## config.mk

```make
export PLATFORM = sky130hd
export DESIGN_NAME = pipeline_sink_buffer_flat
export DESIGN_NICKNAME = d
export VERILOG_FILES = /design/src/rtl/pipeline_sink_buffer_if.sv /design/src/rtl/pipeline_sink_buffer.sv /design/src/flat_wrapper.sv
export SDC_FILE = /design/constraint.sdc
export NUM_CORES = 1
export LEC_CHECK = 0
export ABC_AREA = 1
export CAP_MARGIN = 10
export CORE_ASPECT_RATIO = 0.75
export CORE_MARGIN = 1.5
export CORE_UTILIZATION = 51
export CTS_BUF_LIST = sky130_fd_sc_hd__clkbuf_2 sky130_fd_sc_hd__clkbuf_4 sky130_fd_sc_hd__clkbuf_8
export CTS_CLUSTER_SIZE = 8
export DETAILED_ROUTE_END_ITERATION = 16
export PLACE_DENSITY = 0.85
export SKIP_CTS_REPAIR_TIMING = 1
export SYNTH_ARGS = -nofsm -noshare
export SYNTH_HDL_FRONTEND = slang
export SYNTH_SLANG_ARGS = --single-unit
```

## constraint.sdc

```tcl
create_clock -name clk -period 2.6 [get_ports clk]
set_input_delay 0.52 -clock clk [delete_from_list [all_inputs] [get_ports clk]]
set_output_delay 0.52 -clock clk [all_outputs]
set_load 0.01 [all_outputs]
```

## src/rtl/pipeline_sink_buffer_if.sv

```systemverilog
// Handshake bundle between the upstream pipeline, the sink buffer and the downstream consumer.
// The slave side is the buffer; the master side is the upstream/downstream environment.
interface pipeline_sink_buffer_if #(
    parameter int DATA_WIDTH = 32
);
    logic                  issue;
    logic                  issue_en;
    logic                  in_valid;
    logic [DATA_WIDTH-1:0] in;
    logic                  out_valid;
    logic [DATA_WIDTH-1:0] out;
    logic                  out_ready;
    logic                  err;

    modport master (
        output issue, in_valid, in, out_ready,
        input  issue_en, out_valid, out, err
    );

    modport slave (
        input  issue, in_valid, in, out_ready,
        output issue_en, out_valid, out, err
    );
endinterface

```

## src/rtl/pipeline_sink_buffer.sv

```systemverilog
// Receive end of a non-stallable fixed-latency pipeline: credit-gated issue, FWFT circular FIFO,
// sticky protocol-error flag.
module pipeline_sink_buffer #(
    parameter int DATA_WIDTH = 32,
    parameter int PIPELINE_N = 2,
    parameter int DEPTH      = 4
) (
    input logic                   clk,
    input logic                   rst_n,
    pipeline_sink_buffer_if.slave bus
);
    localparam int CW = $clog2(DEPTH + 1);
    localparam int PW = (DEPTH > 1) ? $clog2(DEPTH) : 1;
    localparam logic [PW-1:0] PTR_LAST   = PW'(DEPTH - 1);
    localparam logic [PW-1:0] PTR_ONE    = PW'(1);
    localparam logic [CW-1:0] CNT_FULL   = CW'(DEPTH);
    localparam logic [CW-1:0] CNT_ONE    = CW'(1);
    localparam logic [CW:0]   CREDIT_MAX = (CW + 1)'(DEPTH);

    if (DEPTH < PIPELINE_N + 1) begin : g_depth_check
        $error("pipeline_sink_buffer: DEPTH must be at least PIPELINE_N+1");
    end

    logic [PW-1:0]         wr_ptr_q, wr_ptr_d;
    logic [PW-1:0]         rd_ptr_q, rd_ptr_d;
    logic [CW-1:0]         count_q, count_d;
    logic [CW-1:0]         inflight_q, inflight_d;
    logic                  err_q, err_d;
    logic [DATA_WIDTH-1:0] mem_q [DEPTH];
    logic [DATA_WIDTH-1:0] mem_d [DEPTH];

    logic issue_ok, push, pop, overflow, underflow, bad_issue;

    // Credit check looks only at registered state so issue_en never depends on this cycle's inputs.
    assign bus.issue_en  = ({1'b0, count_q} + {1'b0, inflight_q}) < CREDIT_MAX;
    assign bus.out_valid = (count_q != '0);
    assign bus.out       = mem_q[rd_ptr_q];
    assign bus.err       = err_q;

    always_comb begin
        issue_ok  = bus.issue && bus.issue_en;
        bad_issue = bus.issue && !bus.issue_en;
        pop       = bus.out_valid && bus.out_ready;
        push      = bus.in_valid && ((count_q != CNT_FULL) || pop);
        overflow  = bus.in_valid && !push;
        underflow = bus.in_valid && !issue_ok && (inflight_q == '0);

        inflight_d = inflight_q;
        if (issue_ok && !bus.in_valid) begin
            inflight_d = inflight_q + CNT_ONE;
        end else if (!issue_ok && bus.in_valid && (inflight_q != '0)) begin
            inflight_d = inflight_q - CNT_ONE;
        end

        count_d = count_q;
        case ({push, pop})
            2'b10:   count_d = count_q + CNT_ONE;
            2'b01:   count_d = count_q - CNT_ONE;
            default: count_d = count_q;
        endcase

        wr_ptr_d = wr_ptr_q;
        if (push) begin
            wr_ptr_d = (wr_ptr_q == PTR_LAST) ? '0 : wr_ptr_q + PTR_ONE;
        end

        rd_ptr_d = rd_ptr_q;
        if (pop) begin
            rd_ptr_d = (rd_ptr_q == PTR_LAST) ? '0 : rd_ptr_q + PTR_ONE;
        end

        err_d = err_q | overflow | bad_issue | underflow;

        mem_d = mem_q;
        if (push) begin
            mem_d[wr_ptr_q] = bus.in;
        end
    end

    always_ff @(posedge clk or negedge rst_n) begin
        if (!rst_n) begin
            wr_ptr_q   <= '0;
            rd_ptr_q   <= '0;
            count_q    <= '0;
            inflight_q <= '0;
            err_q      <= 1'b0;
        end else begin
            wr_ptr_q   <= wr_ptr_d;
            rd_ptr_q   <= rd_ptr_d;
            count_q    <= count_d;
            inflight_q <= inflight_d;
            err_q      <= err_d;
        end
    end

    // Storage is deliberately left out of reset; out is only meaningful while out_valid is high.
    always_ff @(posedge clk) begin
        mem_q <= mem_d;
    end
endmodule

```

## src/flat_wrapper.sv

```systemverilog
// flat-port wrapper written by rule: the top's interface ports become plain ports
module pipeline_sink_buffer_flat 
#(
    parameter int DATA_WIDTH = 32,
    parameter int PIPELINE_N = 2,
    parameter int DEPTH      = 4
)
  (clk, rst_n, bus_issue, bus_in_valid, bus_in, bus_out_ready, bus_issue_en, bus_out_valid, bus_out, bus_err);
  pipeline_sink_buffer_if #(.DATA_WIDTH(DATA_WIDTH)) bus_i ();
  input logic clk;
  input logic rst_n;
  input wire logic [$bits(bus_i.issue)-1:0] bus_issue;
  input wire logic [$bits(bus_i.in_valid)-1:0] bus_in_valid;
  input wire logic [$bits(bus_i.in)-1:0] bus_in;
  input wire logic [$bits(bus_i.out_ready)-1:0] bus_out_ready;
  output wire logic [$bits(bus_i.issue_en)-1:0] bus_issue_en;
  output wire logic [$bits(bus_i.out_valid)-1:0] bus_out_valid;
  output wire logic [$bits(bus_i.out)-1:0] bus_out;
  output wire logic [$bits(bus_i.err)-1:0] bus_err;
  assign bus_i.issue = bus_issue;
  assign bus_i.in_valid = bus_in_valid;
  assign bus_i.in = bus_in;
  assign bus_i.out_ready = bus_out_ready;
  assign bus_issue_en = bus_i.issue_en;
  assign bus_out_valid = bus_i.out_valid;
  assign bus_out = bus_i.out;
  assign bus_err = bus_i.err;
  pipeline_sink_buffer #(.DATA_WIDTH(DATA_WIDTH), .PIPELINE_N(PIPELINE_N), .DEPTH(DEPTH)) u_core (.clk(clk), .rst_n(rst_n), .bus(bus_i));
endmodule
```

==> results.md <==
* Synth Area in Compound Gates at 0.105
* Vias at 3511
* Flop2flop setup slack at 0.61 ns
* Startpoint types: flop
* Number of diodes at 0
* Sequential Area at 4120 um2
* Fmax achieved at 398 MHz
* FF-to-FF Start: u_core.inflight_q[1]
* Adder-Cell Fraction of Synth Area at 0.0255
* Area delta synth->final at 25.0%
* CTS tree: done
* Delay-heaviest family, CP: buffers and inverters
* IO Pins at 72
* Setup crit end: bus_out[0]
* Worst Setup SP: u_core.rd_ptr_q[0]
* Kind of critical path: flop to output port
* Wire length per cell at around 18 um
* Pwr/cell area at 1150 nW/um2
* Hold Worst Slack at 0.445 ns
* Synth Area in Simple Gates at 0.0775
* RR Endpoint: u_core.inflight_q[2]
* Clk slew on worst S/H paths at approximately 0.08 ns
* Outcome: finished, final reports clean
* CP endpoint kind: output port
* Fin. Hold Viols at 0
* Sequential fraction of the synthesis area at 0.750
* Worst Tran Pin Value at 0.549 ns
* Final core utilization at 0.662
* Die area at roughly 11000 um2
* Buffers on Ports at 71
* Number of max-cap violations at 0
* Leak at 2.54 nW
* DRT Wirelength at ~11000 um
* DR iter-0 viols at 252
* Clock latency on the worst-skew pair at 0.42 ns
* Congestion Overflow GR at 0
* H-tree depth at 4
* DRC errors left at 0
* Setup Viol. Count Final at 0
* XOR/XNOR Fraction of Synth Area at 0.00319
* Clk sinks at 139
* Clock Skews at 0.0147 ns
* CP Data Required Time at 2.08 ns
* Initial core utilization at 0.529
* First-pass GRT wire length at 17700 um
* Max-slew violation count at 0
* Clock buffer depth at 2
* WP depth at 5
* Post-synthesis instance total at 400
* Yosys warns at 0
* Share of cells above drive strength 1 at 0.120
* Initial DRT Pass Iterations at 5
* Die Wd at 123 um
* Mux contribution to synthesized area at 0
* Root Buffer: clkbuf_8
* Cells along the critical path: inv_2 > buf_12 > nor2_1 > o22ai_1 > clkdlybuf4s50_1
* Number of distinct library cells after synthesis at 24
* Largest family of logic cells by synthesized area: compound AO/OA/AOI/OAI gates
* Fillers at 719
* Layout Nets at 535
* VDD IR-drop max at 0.000699 V
* Final period utilization at 0.967
* Post-Syn Area at 5490 um2
* Die Ht at 92.9 um
* Worst min-delay path category: input pin to asynchronous set/reset pin
* Post-Syn Nets at 447
* WP buf/inv at 3
* CTS buffer count at 17
* Slowest CP cell: clkdlybuf4s50_1
* Min Tclk post-route at 2.52 ns
* R2r worst-path depth at 10
* Antenna-violating nets left at 0
* Max_slew headroom at 0.633
* Placer congestion estimate at about 0.75
* FP Rows at 32
* CP max FO at 34
* Initial antenna violation count at 0
* Largest stage delay, worst path at 0.56 ns
* Area of the multi-input gates at 1190 um2
* Syn avg cell area at 13.7 um2
* Routed vias/inst at 5.53
* Arr. time, crit path at 2.00 ns
* DP HPWL at 6810 um
* #FFs+latches synth at 139
* Gr usage total at 0.209
* Core Footprint at 10400 um2
* Vias in the first global route at 3635
* Pin count of the biggest net entering global routing at 35
==> where the power goes <==
part | switching (mW) | internal, mW | leakage (nW)
sequential | 0.171 | 2.95 | 1.30
clock | 0.745 | 0.874 | 0.189
combinational | 1.80 | 1.38 | 1.05
total | 2.71 | 5.21 | 2.54
==> final cells by class <==
| type | instances | area share |
|---|---|---|
| timing repair buffer | 89 | 0.136 |
| sequential | 139 | 0.600 |
| tap | 136 | 0.0248 |
| clock buffer | 21 | 0.0385 |
| multi-input combinational | 220 | 0.174 |
| inverter | 21 | 0.0115 |
| clock inverter | 9 | 0.0146 |
==> worst reg2reg max path: cells and delay by family, from the launching register on <==
kind	cells	cell delay (ns)
AND/OR/NAND/NOR	6	0.57
flip-flops	1	0.42
adder cells (fa/ha/maj)	2	0.72
buffers and inverters	2	0.17
==> flip-flops by register name, summed over array words and instances (netlist names) <==
| register | flops |
|---|---|
| u_core.mem_q | 128 |
| u_core.count_q | 3 |
| u_core.inflight_q | 3 |
| u_core.rd_ptr_q | 2 |
| u_core.wr_ptr_q | 2 |
| u_core.bus.err | 1 |
==> logic make-up after synthesis <==
logic type,count (synthesis)
fa+ha+maj,10
xor+xnor,2
flops,139
buf+inv,41
simple gates,101
compound gates,107
==> per-stage QoR <==
step	instances	cell area (um2)	TNS, ns	setup slack, ns	total power, mW
2_1_floorplan	400	5490	0	0.0409	4.91
3_5_place_dp	605	6420	0	0.231	6.32
6_report	635	6860	0	0.0849	7.92
3_3_place_gp	605	6420	0	0.296	6.19
5_1_grt	635	6860	-0.0336	-0.00987	8.38
4_1_cts	635	6780	-0.442	-0.0776	7.94
==> cells in the mapped netlist (all sizes together) <==
library cell / number / area [um2]
fa: 2 / 40.0
o21ai: 70 / 350
nand3: 8 / 52.6
nor3: 1 / 5.00
o22ai: 32 / 200
dfrtp: 11 / 275
nand2: 14 / 57.6
xnor2: 1 / 8.76
nand4: 3 / 18.8
xor2: 1 / 8.76
buf: 12 / 104
a21oi: 5 / 25.0
nor2: 75 / 292
ha: 8 / 100
clkbuf: 8 / 30.0
edfxtp: 128 / 3840
inv: 21 / 78.8
==> routing by layer <==
layer	GRT usage	wire [um]
met1	0.270	4630
met4	0.0862	120
met2	0.335	5570
met5	0	0
met3	0.0591	807
==> cells in the final DEF, fill, tap and decap left out, types with 3 or more instances in the layout <==
cell | Yosys | layout
clkdlybuf4s50_1 | 0 | 56
nand4_1 | 3 | 3
buf_4 | 0 | 12
clkinv_2 | 0 | 5
o21ai_0 | 49 | 49
a21oi_1 | 5 | 5
ha_1 | 8 | 8
dfrtp_1 | 11 | 10
inv_1 | 20 | 20
dlymetal6s2s_1 | 0 | 15
nand3_1 | 7 | 7
o21ai_1 | 21 | 21
nor2_1 | 73 | 69
edfxtp_1 | 128 | 128
buf_8 | 0 | 3
clkbuf_4 | 0 | 4
nor2_4 | 1 | 5
clkbuf_8 | 0 | 17
nand2_1 | 12 | 12
o22ai_1 | 32 | 31
==> worst min path at each step <==
stage	start	to	slack, ns	depth (start not counted)
2_1_floorplan	rst_n	u_core.bus.err	0.22	0
3_3_place_gp	u_core.bus.err	u_core.bus.err	0.47	2
3_5_place_dp	u_core.bus.err	u_core.bus.err	0.49	2
4_1_cts	rst_n	u_core.count_q[2]	0.44	1
5_1_grt	rst_n	u_core.count_q[2]	0.47	1
6_report	rst_n	u_core.count_q[2]	0.45	1
Power figures use the tool's default switching activity.
